File: src/rtl/mux_scan_if.sv
// rtl/mux_scan_if.sv - Handshake and mux bus between a scan controller and its consumer/mux
//
// Signals:
//   start   scan request
//   stop    ends a continuous scan (only meaningful with SCAN_CONTINUOUS_EN)
//   mask    32-bit channel enable mask
//   mux_out byte returned by the downstream 32:1 mux for the current sel
//   ready   consumer accepts data when valid and ready are both high
//   sel     mux select
//   data    captured byte
//   ch      channel index of data
//   valid   data/ch valid
//   busy    controller is not idle
//   done    one-cycle end-of-scan pulse
// Modports: master = requester/consumer/mux side, slave = scan controller.

interface mux_scan_if;
    logic        start;
    logic        stop;
    logic [31:0] mask;
    logic [7:0]  mux_out;
    logic        ready;
    logic [4:0]  sel;
    logic [7:0]  data;
    logic [4:0]  ch;
    logic        valid;
    logic        busy;
    logic        done;

    modport master (
        output start, stop, mask, mux_out, ready,
        input  sel, data, ch, valid, busy, done
    );

    modport slave (
        input  start, stop, mask, mux_out, ready,
        output sel, data, ch, valid, busy, done
    );
endinterface

File: src/rtl/mux_scan_ctrl.sv
// rtl/mux_scan_ctrl.sv - Scans enabled channels of a 32:1 byte mux and hands bytes to a consumer
//
// Ports:
//   clk  sole clock, rising edge
//   rst  synchronous active-high reset
//   bus  mux_scan_if.slave (start/stop/mask/mux_out/ready in; sel/data/ch/valid/busy/done out)
// Parameter:
//   SETTLE_CYC (1-15) cycles sel is held before mux_out is captured
// Configuration macro:
//   SCAN_CONTINUOUS_EN  when defined, the scan wraps to the lowest enabled channel
//                       (pulsing done at each wrap) until stop is seen.

module mux_scan_ctrl #(
    parameter int SETTLE_CYC = 1
) (
    input  logic        clk,
    input  logic        rst,
    mux_scan_if.slave   bus
);

    typedef enum logic [1:0] {IDLE, SETTLE, HOLD} state_t;

    state_t      state;
    state_t      state_next;
    logic [31:0] mask_q;
    logic [3:0]  cnt;
    logic [4:0]  nxt_sel;
    logic        nxt_found;

    function automatic logic [4:0] lowest_bit(input logic [31:0] m);
        logic [4:0] r;
        r = '0;
        for (int i = 31; i >= 0; i--) begin
            if (m[i]) r = 5'(i);
        end
        return r;
    endfunction

    // Next enabled channel strictly above the current sel; channel 31 is the last candidate.
    always_comb begin
        nxt_found = 1'b0;
        nxt_sel   = '0;
        for (int i = 31; i >= 0; i--) begin
            if (mask_q[i] && (5'(i) > bus.sel)) begin
                nxt_found = 1'b1;
                nxt_sel   = 5'(i);
            end
        end
    end

`ifndef SCAN_CONTINUOUS_EN
    logic unused_stop;
    assign unused_stop = bus.stop;
`endif

    // State register
    always_ff @(posedge clk) begin
        if (rst) state <= IDLE;
        else     state <= state_next;
    end

    // Next-state logic
    always_comb begin
        state_next = state;
        case (state)
            IDLE: begin
                if (bus.start && (bus.mask != '0)) state_next = SETTLE;
            end
            SETTLE: begin
`ifdef SCAN_CONTINUOUS_EN
                if (bus.stop)          state_next = IDLE;
                else if (cnt == '0)    state_next = HOLD;
`else
                if (cnt == '0)         state_next = HOLD;
`endif
            end
            HOLD: begin
                if (bus.ready) begin
`ifdef SCAN_CONTINUOUS_EN
                    state_next = bus.stop ? IDLE : SETTLE;
`else
                    state_next = nxt_found ? SETTLE : IDLE;
`endif
                end
            end
            default: state_next = IDLE;
        endcase
    end

    // Output logic
    always_comb begin
        bus.busy = (state != IDLE);
    end

    // Datapath registers
    always_ff @(posedge clk) begin
        if (rst) begin
            mask_q    <= '0;
            cnt       <= '0;
            bus.sel   <= '0;
            bus.data  <= '0;
            bus.ch    <= '0;
            bus.valid <= 1'b0;
            bus.done  <= 1'b0;
        end else begin
            bus.done <= 1'b0;
            case (state)
                IDLE: begin
                    if (bus.start) begin
                        if (bus.mask != '0) begin
                            mask_q  <= bus.mask;
                            bus.sel <= lowest_bit(bus.mask);
                            cnt     <= 4'(SETTLE_CYC);
                        end else begin
                            bus.done <= 1'b1;
                        end
                    end
                end
                SETTLE: begin
`ifdef SCAN_CONTINUOUS_EN
                    if (!bus.stop) begin
`else
                    begin
`endif
                        // Capture one cycle after the counter hits zero: SETTLE_CYC+1 latency.
                        if (cnt == '0) begin
                            bus.data  <= bus.mux_out;
                            bus.ch    <= bus.sel;
                            bus.valid <= 1'b1;
                        end else begin
                            cnt <= cnt - 4'd1;
                        end
                    end
                end
                HOLD: begin
                    if (bus.ready) begin
                        bus.valid <= 1'b0;
`ifdef SCAN_CONTINUOUS_EN
                        if (!bus.stop) begin
                            cnt <= 4'(SETTLE_CYC);
                            if (nxt_found) begin
                                bus.sel <= nxt_sel;
                            end else begin
                                bus.done <= 1'b1;
                                bus.sel  <= lowest_bit(mask_q);
                            end
                        end
`else
                        if (nxt_found) begin
                            bus.sel <= nxt_sel;
                            cnt     <= 4'(SETTLE_CYC);
                        end else begin
                            bus.done <= 1'b1;
                        end
`endif
                    end
                end
                default: ;
            endcase
        end
    end

endmodule

File: src/flat_wrapper.sv
// flat-port wrapper written by rule: the top's interface ports become plain ports
module mux_scan_ctrl_flat 
#(
    parameter int SETTLE_CYC = 1
)
  (clk, rst, bus_start, bus_stop, bus_mask, bus_mux_out, bus_ready, bus_sel, bus_data, bus_ch, bus_valid, bus_busy, bus_done);
  mux_scan_if bus_i ();
  input  logic clk;
  input  logic rst;
  input wire logic [$bits(bus_i.start)-1:0] bus_start;
  input wire logic [$bits(bus_i.stop)-1:0] bus_stop;
  input wire logic [$bits(bus_i.mask)-1:0] bus_mask;
  input wire logic [$bits(bus_i.mux_out)-1:0] bus_mux_out;
  input wire logic [$bits(bus_i.ready)-1:0] bus_ready;
  output wire logic [$bits(bus_i.sel)-1:0] bus_sel;
  output wire logic [$bits(bus_i.data)-1:0] bus_data;
  output wire logic [$bits(bus_i.ch)-1:0] bus_ch;
  output wire logic [$bits(bus_i.valid)-1:0] bus_valid;
  output wire logic [$bits(bus_i.busy)-1:0] bus_busy;
  output wire logic [$bits(bus_i.done)-1:0] bus_done;
  assign bus_i.start = bus_start;
  assign bus_i.stop = bus_stop;
  assign bus_i.mask = bus_mask;
  assign bus_i.mux_out = bus_mux_out;
  assign bus_i.ready = bus_ready;
  assign bus_sel = bus_i.sel;
  assign bus_data = bus_i.data;
  assign bus_ch = bus_i.ch;
  assign bus_valid = bus_i.valid;
  assign bus_busy = bus_i.busy;
  assign bus_done = bus_i.done;
  mux_scan_ctrl #(.SETTLE_CYC(SETTLE_CYC)) u_core (.clk(clk), .rst(rst), .bus(bus_i));
endmodule
File: config.mk
export PLATFORM = sky130hd
export DESIGN_NAME = mux_scan_ctrl_flat
export DESIGN_NICKNAME = d
export VERILOG_FILES = /design/src/rtl/mux_scan_if.sv /design/src/rtl/mux_scan_ctrl.sv /design/src/flat_wrapper.sv
export SDC_FILE = /design/constraint.sdc
export NUM_CORES = 1
export LEC_CHECK = 0
export ABC_AREA = 1
export CAP_MARGIN = 20
export CORE_ASPECT_RATIO = 0.6
export CORE_MARGIN = 1.5
export CORE_UTILIZATION = 40
export DETAILED_ROUTE_END_ITERATION = 6
export GPL_ROUTABILITY_DRIVEN = 0
export HOLD_SLACK_MARGIN = 0.02
export PLACE_DENSITY = 0.68
export SLEW_MARGIN = 10
export SYNTH_ARGS = -nofsm -noshare
export SYNTH_HDL_FRONTEND = slang
export SYNTH_SLANG_ARGS = --single-unit
export TNS_END_PERCENT = 100
File: constraint.sdc
create_clock -name clk -period 2.1 [get_ports clk]
set_input_delay 0.42 -clock clk [delete_from_list [all_inputs] [get_ports clk]]
set_output_delay 0.42 -clock clk [all_outputs]
set_load 0.02 [all_outputs]
# --- Word level (Yosys, flattened, before mapping) ---
# Index checks and enable logic that the tools add are counted.
# Widths: inputs -> output; s select.
totals:
  inputBits: 45
  output_inout_bits: 21
  register_bits: 58
  elab_cells: 216
classes:
  reduce_logical: 46
  magnitude_cmp: 32
  eq_ne: 9
  mux: 120
  add_sub_neg: 1
ops:
  columns: ["op", "n"]
  rows:
  - ["$mux 5", 68]
  - ["$gt 5x5->1 const A", 16]
  - ["$gt 4x5->1 const A", 8]
  - ["$mux 1", 39]
  - ["$logic_and 1x1->1", 33]
  - ["$reduce_bool 32->1", 1]
  - ["$gt 3x5->1 const A", 4]
  - ["$mux 4", 5]
  - ["$pmux 4 s3", 1]
  - ["$gt 1x5->1 const A", 2]
  - ["$gt 2x5->1 const A", 2]
  - ["$pmux 5 s2", 1]
  - ["$reduce_and 3->1", 3]
  - ["$ne 2x1->1 const B", 4]
  - ["$mux 2", 3]
  - ["$ne 2x2->1 const B", 3]
  - ["$pmux 2 s3", 1]
  - ["$reduce_and 6->1", 1]
  - ["$reduce_bool 2->1", 3]
  - ["$reduce_and 5->1", 1]
  - ["$logic_not 4->1", 1]
  - ["$pmux 1 s2", 2]
  - ["$sub 4x1->4 const B", 1]
  - ["$reduce_bool 3->1", 1]
  - ["other kinds (4)", 4]

# --- Logic depth before layout (Yosys ltp) ---
# Gate-level depths: netlist of the first run.
depth:
  depth_word: 37
  ltp_mapped: 34
  depth_no_buf: 33

# --- Worst setup path after synthesis of the first run ---
# Ideal clock, no wire load.
synth_timing:
  path_type: "flip-flop to flip-flop"
  startpoint: "reg u_core.bus.sel[4]"
  endpoint: "reg u_core.bus.sel[0]"
  n_path_buf: 0
  arrival_time_ns: 2.286
  setup_ns: 0.120
  path_slack_ns: -0.305
  stages_incl_launch_ff: 34
  t_required_ns: 1.980
  synth_period_minus_slack_ns: 2.405
  path_cell_list: "dfxtp_1 > nand2_2 > inv_2 > nand2_2 > o21ai_2 > nand2_1 > nand2_1 > nand2_1 > nand2_1 > nand2_1 > nand2_1 > nand2_1 > nand2_1 > nand2_1 > nand2_1 > nand2_1 > nand2_1 > nand2_1 > nand2_1 > nand2_1 > nand2_1 > nand2_1 > nand2_1 > nand2_1 > nand2_1 > nand2_1 > nand2_1 > nand2_1 > nand2_1 > nand2_1 > nand2_1 > nand2_1 > nand2_1 > a21oi_1"
synth_between:
  elab_chain_cells: 37
  word_cells_on_any_way: 133
  classes_between: "32 x order compare; 1 x eq/ne; 67 x mux; 33 x reduce/logical"
synth_rtl:
  columns: ["element", "line", "text"]
  rows:
  - ["start: declaration", "mux_scan_if.sv:37", "output sel, data, ch, valid, busy, done"]
  - ["start signal: assignment", "mux_scan_ctrl.sv:112", "bus.sel <= lowest_bit(bus.mask);"]
  - ["start signal: assignment", "mux_scan_ctrl.sv:150", "bus.sel <= nxt_sel;"]
  - ["$gt 5x5->1", "mux_scan_ctrl.sv:44", "if (mask_q[i] && (5'(i) > bus.sel)) begin"]
  - ["$logic_and 1x1->1", "mux_scan_ctrl.sv:44", null]
  - ["$mux 5 (32 in series)", "mux_scan_ctrl.sv:44", null]
  - ["$mux 5", "mux_scan_ctrl.sv:149", "if (nxt_found) begin"]
  - ["$mux 5", "mux_scan_ctrl.sv:136", "if (bus.ready) begin"]
  - ["$pmux 5 s2", "mux_scan_ctrl.sv:107", "case (state)"]
# Several ways; a longest one is shown, not always the timed one. The select of a mux whose other input is x is not followed.
# A chain may end at the register's enable or synchronous reset.

# --- Worst setup path after layout of the first run ---
layout_timing:
  startpoint: "reg u_core.bus.sel[1]"
  endpoint: "reg u_core.bus.sel[0]"
# Same word-level chain as after synthesis.

==> flow_metrics.py, run 1 <==
metrics = {
    "logic_synthesis": {
        "synth_fp_nets": 549,
        "synth_edf_count": 0,
        "synthCells": 503,
        "async_flop_share_pct": 0,
        "ys.flop_type": "dfxtp_1",
        "seq_area_frac_synth_pct": 36.4,
        "ys_ff_latch": 57,
        "synth_warnings": 0,
        "synth_cell_types": 33,
        "syn_area_sq_um": 3140,
        "synth.avg_cell_area_sq_um": 6.24,
    },
    "global_route": {
        "grt_pass1_wl_um": 17600,
        "grt_pass1_vias": 3720,
        "overflow": 0,
        "grt_antenna_before_repair": 0,
        "grt_max_degree": 31,
        "globalRouteTotalUtil_pct": 26.7,
    },
    "setup_path": {
        "required_ns": 2.30,
        "r2r_setup_slack_ns": -0.46,
        "cp_cell_sequence": "nand2_4, buf_4, buf_4, o211ai_1, nand2_1, nor2_2, nand2_2, nor2_4, nand2_2, o21ai_2, a21oi_2, and2_4, buf_4, o21ai_0, a21oi_2",
        "cpMostUsedCell": "buf_4",
        "worstSetupEndpointType": "flop",
        "cpPeakStageDelay_ns": 0.42,
        "path_delay_family": "simple AND/OR/NAND/NOR gates",
        "critPathLaunchType": "flop",
        "cp_max_fo": 6,
        "crit_type": "flop to flop",
        "crit_arrival_ns": 2.76,
        "crit_buf_inv": 3,
        "crit_path_top_delay_cell": "dfxtp_4",
    },
    "drt": {
        "drt-pass1-iter-count": 5,
        "via_count": 4112,
        "drt_iter0_drc": 295,
        "ant_nets": 0,
        "drc": 0,
        "avgRoutedWirePerCell_um": 15.1,
        "wirelength_um": 12100,
        "viasPerCell": 5.11,
    },
    "power": {
        "p_clk_share_pct": 22.7,
        "power.switching_mw": 2.35,
        "pwr-share-comb_pct": 51.6,
        "power_mw": 5.99,
        "p_seq_share_pct": 25.7,
        "powerDensity_nw_per_um2": 1050,
        "p_int_mw": 3.63,
        "ir_worst_vdd_uv": 623,
        "swShare_pct": 39.3,
        "p_leak_nw": 2.70,
    },
    "placed_design": {
        "dp_hpwl_um": 7460,
        "place_area_sq_um": 4680,
        "port_buffers": 64,
        "dp_slack_ns": -0.784,
        "placed_cells": 752,
    },
    "clock_tree": {
        "ctsHoldBuffers": 0,
        "cts_buffer_depth": 2,
        "path_clk_slew_ns": 0.05,
        "clock_latency_ns": 0.34,
        "cts_root_buffer": "clkbuf_16",
        "cts_tree": "done",
        "numClockSinks": 57,
        "cts_max_level": 3,
        "cts_buffers": 9,
    },
    "timing": {
        "fin_crit_ns": 2.56,
        "fmax_mhz": 391,
        "maxSlewHeadroom_pct": 71.2,
        "setup_tns_ns": -3.22,
        "hold_viol_final": 0,
        "setup_violations": 11,
        "worst_pin_slew_ns": 0.431,
        "skew_ns": 0.0110,
        "fin_crit_sh_pct": 122,
        "setup_slack_ns": -0.459,
        "final_max_slew_viol_count": 0,
        "rsz0062_at_grt": "true",
    },
    "layout": {
        "drive_gt1_share_pct": 34.8,
        "nets": 742,
        "diodes": 0,
        "final_cell_count_no_fill": 805,
        "syn_to_final_growth_pct": 82.3,
        "final_area_sq_um": 5720,
    },
    "outcome": {
        "outcome": "complete, but fails checks",
        "violations": "negative setup slack",
    },
    "floorplan": {
        "die_h_um": 71.6,
        "num_rows": 24,
        "core_area_sq_um": 7420,
        "num_io_pins": 66,
        "die_x_um": 117,
        "die_area_sq_um": 8400,
        "start_util_pct": 42.3,
    },
    "job": {
        "max_cap_violations": 0,
    },
    "hold_path": {
        "hp-class": "flop to flop",
    },
}
## worst register-to-register path, delay by kind of cell, from the launching register on
family | cells | cell delay, ns
AOI/OAI and AO/OA | 5 | 0.72
buffers and inverters | 3 | 0.40
DFF | 1 | 0.42
and+or+nand+nor | 7 | 0.89
## cell usage in the layout (no fill, tap or decap), types with 4 or more instances in the layout
| cell type | count |
|---|---|
| buf_4 | 117 |
| nand2_1 | 103 |
| inv_1 | 75 |
| clkdlybuf4s50_1 | 54 |
| dfxtp_1 | 52 |
| a21oi_1 | 48 |
| o21ai_0 | 32 |
| o21ai_1 | 27 |
| nor2_1 | 26 |
| nor2_2 | 13 |
| nand2_2 | 13 |
| a21oi_2 | 11 |
| nor2_4 | 9 |
| clkbuf_16 | 9 |
| nand3_1 | 8 |
| dlygate4sd2_1 | 8 |
| buf_6 | 7 |
| buf_12 | 7 |
| o211ai_1 | 6 |
| o21ai_2 | 6 |
| nand3_2 | 5 |
| inv_2 | 5 |
| dfxtp_4 | 5 |
| nor3_4 | 4 |
| inv_4 | 4 |
| nor3_1 | 4 |
## timing repair
action,4_1_cts,5_1_grt
resized for setup,70,83
pin swaps,24,40
endpoints found under the setup margin,42,42
buffers inserted,25,13
gates cloned,3,0
## through the flow
| step | util, % | hold WS [ns] |
|---|---|---|
| CTS | 72.5 | 0.443 |
| detailed placement | 63.1 | 0.435 |
| global route | 77.1 | 0.466 |
| finish | 77.1 | 0.442 |
| global placement | 63.1 | 0.428 |
| floorplan | - | 0.461 |
## metal layers
| layer | global-route usage, % | part of all wire, % | vias to the layer above |
|---|---|---|---|
| met1 | 35.2 | 44 | 1850 |
| li1 | - | - | 2023 |
| met5 | 0 | 0 | - |
| met3 | 7.48 | 8.0 | 43 |
| met2 | 41.2 | 45 | 196 |
| met4 | 11.9 | 3.6 | 0 |
## state kept, by name, indices dropped and copies added, names as in the netlist
name,count
u_core.state,2
u_core.bus.ch,5
u_core.cnt,4
u_core.bus.data,8
u_core.bus.sel,5
u_core.bus.done,1
u_core.bus.valid,1
u_core.mask_q,31
## power groups by stage
| stage | Clock, mW | Combinational (mW) | Sequential, mW |
|---|---|---|---|
| 6_report | 1.36 | 3.09 | 1.54 |
| 5_1_grt | 1.43 | 3.30 | 1.56 |
| 4_1_cts | 1.37 | 2.62 | 1.51 |
| 3_5_place_dp | 0 | 2.26 | 1.52 |
| 3_3_place_gp | 0 | 2.21 | 1.52 |
| 2_1_floorplan | 0 | 1.11 | 1.60 |
## kinds of logic (layout without fill, tap and decap cells)
kind of cell,after synthesis,in the layout,share of synthesized area [%]
compound gates,149,149,25.7
flops,57,57,36.4
fa+ha+maj,1,1,0.399
simple gates,195,195,25.2
buf+inv,101,299,12.3
## Yosys cell counts, drive strengths merged (2+ instances only)
| cell | number | area (sq um) |
|---|---|---|
| clkbuf | 13 | 48.8 |
| a31oi | 4 | 25.0 |
| a21oi | 60 | 300 |
| inv | 85 | 319 |
| dfxtp | 57 | 1140 |
| buf | 3 | 17.5 |
| nor4 | 2 | 12.5 |
| nand2 | 119 | 452 |
| nor3b | 2 | 15.0 |
| o211ai | 6 | 45.0 |
| a211oi | 2 | 15.0 |
| o31ai | 3 | 22.5 |
| o21bai | 2 | 15.0 |
| nor2 | 48 | 190 |
| o21ai | 66 | 334 |
| nor3 | 8 | 40.0 |
| nand3 | 14 | 70.1 |
## path summary, 6_finish.rpt
path / startpoint / end / depth (start not counted)
worst max-delay path: u_core.bus.sel[1]$_SDFFE_PP0P_ / u_core.bus.sel[0]$_SDFFE_PP0P_ / 15
worst min register to register: u_core.bus.ch[4]$_SDFFE_PP0P_ / u_core.bus.ch[4]$_SDFFE_PP0P_ / 2
worst min-delay path: u_core.bus.ch[4]$_SDFFE_PP0P_ / u_core.bus.ch[4]$_SDFFE_PP0P_ / 2
worst max register to register: u_core.bus.sel[1]$_SDFFE_PP0P_ / u_core.bus.sel[0]$_SDFFE_PP0P_ / 15
## cell type report
class / instances / area, sq um
repair buffers: 198 / 1800
multi-input cells: 345 / 2010
clock inverters: 6 / 43.8
inverters: 85 / 337
fillers: 521 / 1700
flip-flops and latches: 57 / 1160
clock buffers: 10 / 239
well taps: 104 / 130
Power figures use the tool's default switching activity.
==> run 2, diff against run 1 <==
CORE_MARGIN = 3   (was 1.5)
TNS_END_PERCENT = 20   (was 100)
==> flow_metrics.py, run 2 (synthesized netlist as in run 1, its figures left out) <==
metrics = {
    "outcome": {
        "outcome": "complete, but fails checks",
        "violations": "negative setup slack",
    },
    "setup_path": {
        "crit_arrival_ns": 2.82,
        "worstRegToRegCells": 19,
        "required_ns": 2.37,
        "worstSetupEndpointType": "flop",
        "crit_type": "flop to flop",
        "critPathLaunchType": "flop",
        "cp_max_fo": 6,
    },
    "drt": {
        "avgRoutedWirePerCell_um": 13.9,
        "drc": 0,
        "via_count": 3956,
        "drt-pass1-iter-count": 5,
        "drt_iter0_drc": 278,
        "viasPerCell": 5.03,
        "ant_nets": 0,
        "wirelength_um": 11000,
    },
    "timing": {
        "setup_slack_ns": -0.451,
        "hold_ws_ns": 0.443,
        "fin_crit_ns": 2.55,
        "skew_ns": 0.00686,
        "setup_tns_ns": -4.20,
        "rsz0062_at_grt": "true",
        "fmax_mhz": 392,
        "worst_pin_slew_ns": 0.394,
        "hold_viol_final": 0,
        "fin_crit_sh_pct": 121,
        "final_max_slew_viol_count": 0,
        "maxSlewHeadroom_pct": 73.5,
        "setup_violations": 11,
    },
    "floorplan": {
        "die_h_um": 74.6,
        "num_rows": 24,
        "start_util_pct": 42.1,
        "die_x_um": 120,
        "die_area_sq_um": 8980,
        "num_io_pins": 66,
        "core_area_sq_um": 7450,
    },
    "layout": {
        "top_regs": "u_core.mask_q (31), u_core.bus.data (8)",
        "drive_gt1_share_pct": 28.0,
        "seq_area_sq_um": 1160,
        "diodes": 0,
        "largest_register_ffs": 31,
        "syn_to_final_growth_pct": 68.9,
        "layout_commonest_cell": "nand2_1",
        "postLayoutCoreUtil_pct": 71.2,
        "fill_cells": 642,
        "nets": 724,
        "largest_register": "u_core.mask_q",
        "layout_common_cells": "nand2_1, buf_4, inv_1",
        "multi_input_area_sq_um": 1820,
    },
    "placed_design": {
        "port_buffers": 64,
        "dp_hpwl_um": 7770,
    },
    "clock_tree": {
        "clock_latency_ns": 0.34,
        "cts_buffer_depth": 2,
        "cts_buffers": 9,
        "numClockSinks": 57,
        "cts_tree": "done",
        "cts_root_buffer": "clkbuf_16",
        "cts_max_level": 3,
        "path_clk_slew_ns": 0.05,
    },
    "global_route": {
        "grt_antenna_before_repair": 0,
        "globalRouteTotalUtil_pct": 24.7,
        "overflow": 0,
        "grt_pass1_wl_um": 17400,
        "grt_max_degree": 33,
        "grt_pass1_vias": 3581,
    },
    "power": {
        "powerDensity_nw_per_um2": 1050,
        "pwr-share-comb_pct": 46.0,
        "p_clk_share_pct": 26.3,
        "p_leak_nw": 2.53,
        "ir_worst_vdd_uv": 593,
        "p_seq_share_pct": 27.7,
        "power.switching_mw": 2.11,
        "p_int_mw": 3.44,
        "power_mw": 5.55,
        "swShare_pct": 38.0,
    },
    "hold_path": {
        "hp-class": "flop to flop",
        "holdPathStages": 2,
    },
    "job": {
        "max_cap_violations": 0,
    },
}
## run 2: layout make-up
cell class,count,area share [%]
Multi-Input combinational cell,345,34.3
Clock buffer,9,4.25
Sequential cell,57,21.9
Tap cell,104,2.46
Clock inverter,7,1.30
Timing Repair Buffer,180,29.7
Inverter,85,6.19
## run 2: what timing repair did
action,in CTS,in global routing
endpoints found under the setup margin,41,42
hold buffers,0,0
hold endpoints to repair,0,0
resized for setup,46,38
buffers inserted,12,2
pin swaps,12,8
## run 2: final timing paths
kind	start	end	slack, ns
setup / recovery	u_core.bus.sel[0]$_SDFFE_PP0P_	u_core.cnt[2]$_SDFFE_PP0P_	-0.45
hold / removal	u_core.bus.ch[0]$_SDFFE_PP0P_	u_core.bus.ch[0]$_SDFFE_PP0P_	0.44
setup reg to reg	u_core.bus.sel[0]$_SDFFE_PP0P_	u_core.cnt[2]$_SDFFE_PP0P_	-0.45
hold reg to reg	u_core.bus.ch[0]$_SDFFE_PP0P_	u_core.bus.ch[0]$_SDFFE_PP0P_	0.44
## run 2: through the flow
stage          instance area, sq um  worst slack (ns)  instances
2_1_floorplan                  3190            -0.111        503
3_3_place_gp                   4700            -0.672        757
3_5_place_dp                   4700            -0.791        757
4_1_cts                        5200            -0.288        785
5_1_grt                        5300            -0.703        787
6_report                       5300            -0.451        787
## run 2: critical path, cell delays in order, from the launching register on
cell and delay [ns]:
dfxtp_4 0.39, clkinvlp_4 0.13, buf_4 0.16, buf_12 0.12, o211ai_1 0.16, inv_1 0.08
nor2_1 0.18, nand2_1 0.10, inv_1 0.06, nand2_1 0.06, nor2_1 0.11, nand2_1 0.09
o21ai_1 0.13, a21oi_1 0.08, and2_4 0.18, nor2_4 0.15, inv_2 0.07, nand2_2 0.07
o21bai_1 0.07, a21oi_1 0.10
## run 2: power by group through the flow
stage	combinational, mW	sequential [mW]	clock (mW)
after global routing	2.78	1.56	1.52
after CTS	2.44	1.52	1.48
after floorplan	1.11	1.60	0
after global placement	2.22	1.52	0
after detailed placement	2.28	1.53	0
final	2.55	1.54	1.46
## run 2: layer usage
layer	up-vias	track usage, %	wire length (um)
li1	1989	-	-
met1	1798	33.5	5190
met2	154	39.2	4710
met3	15	6.53	928
met4	0	7.41	129
met5	-	0	0
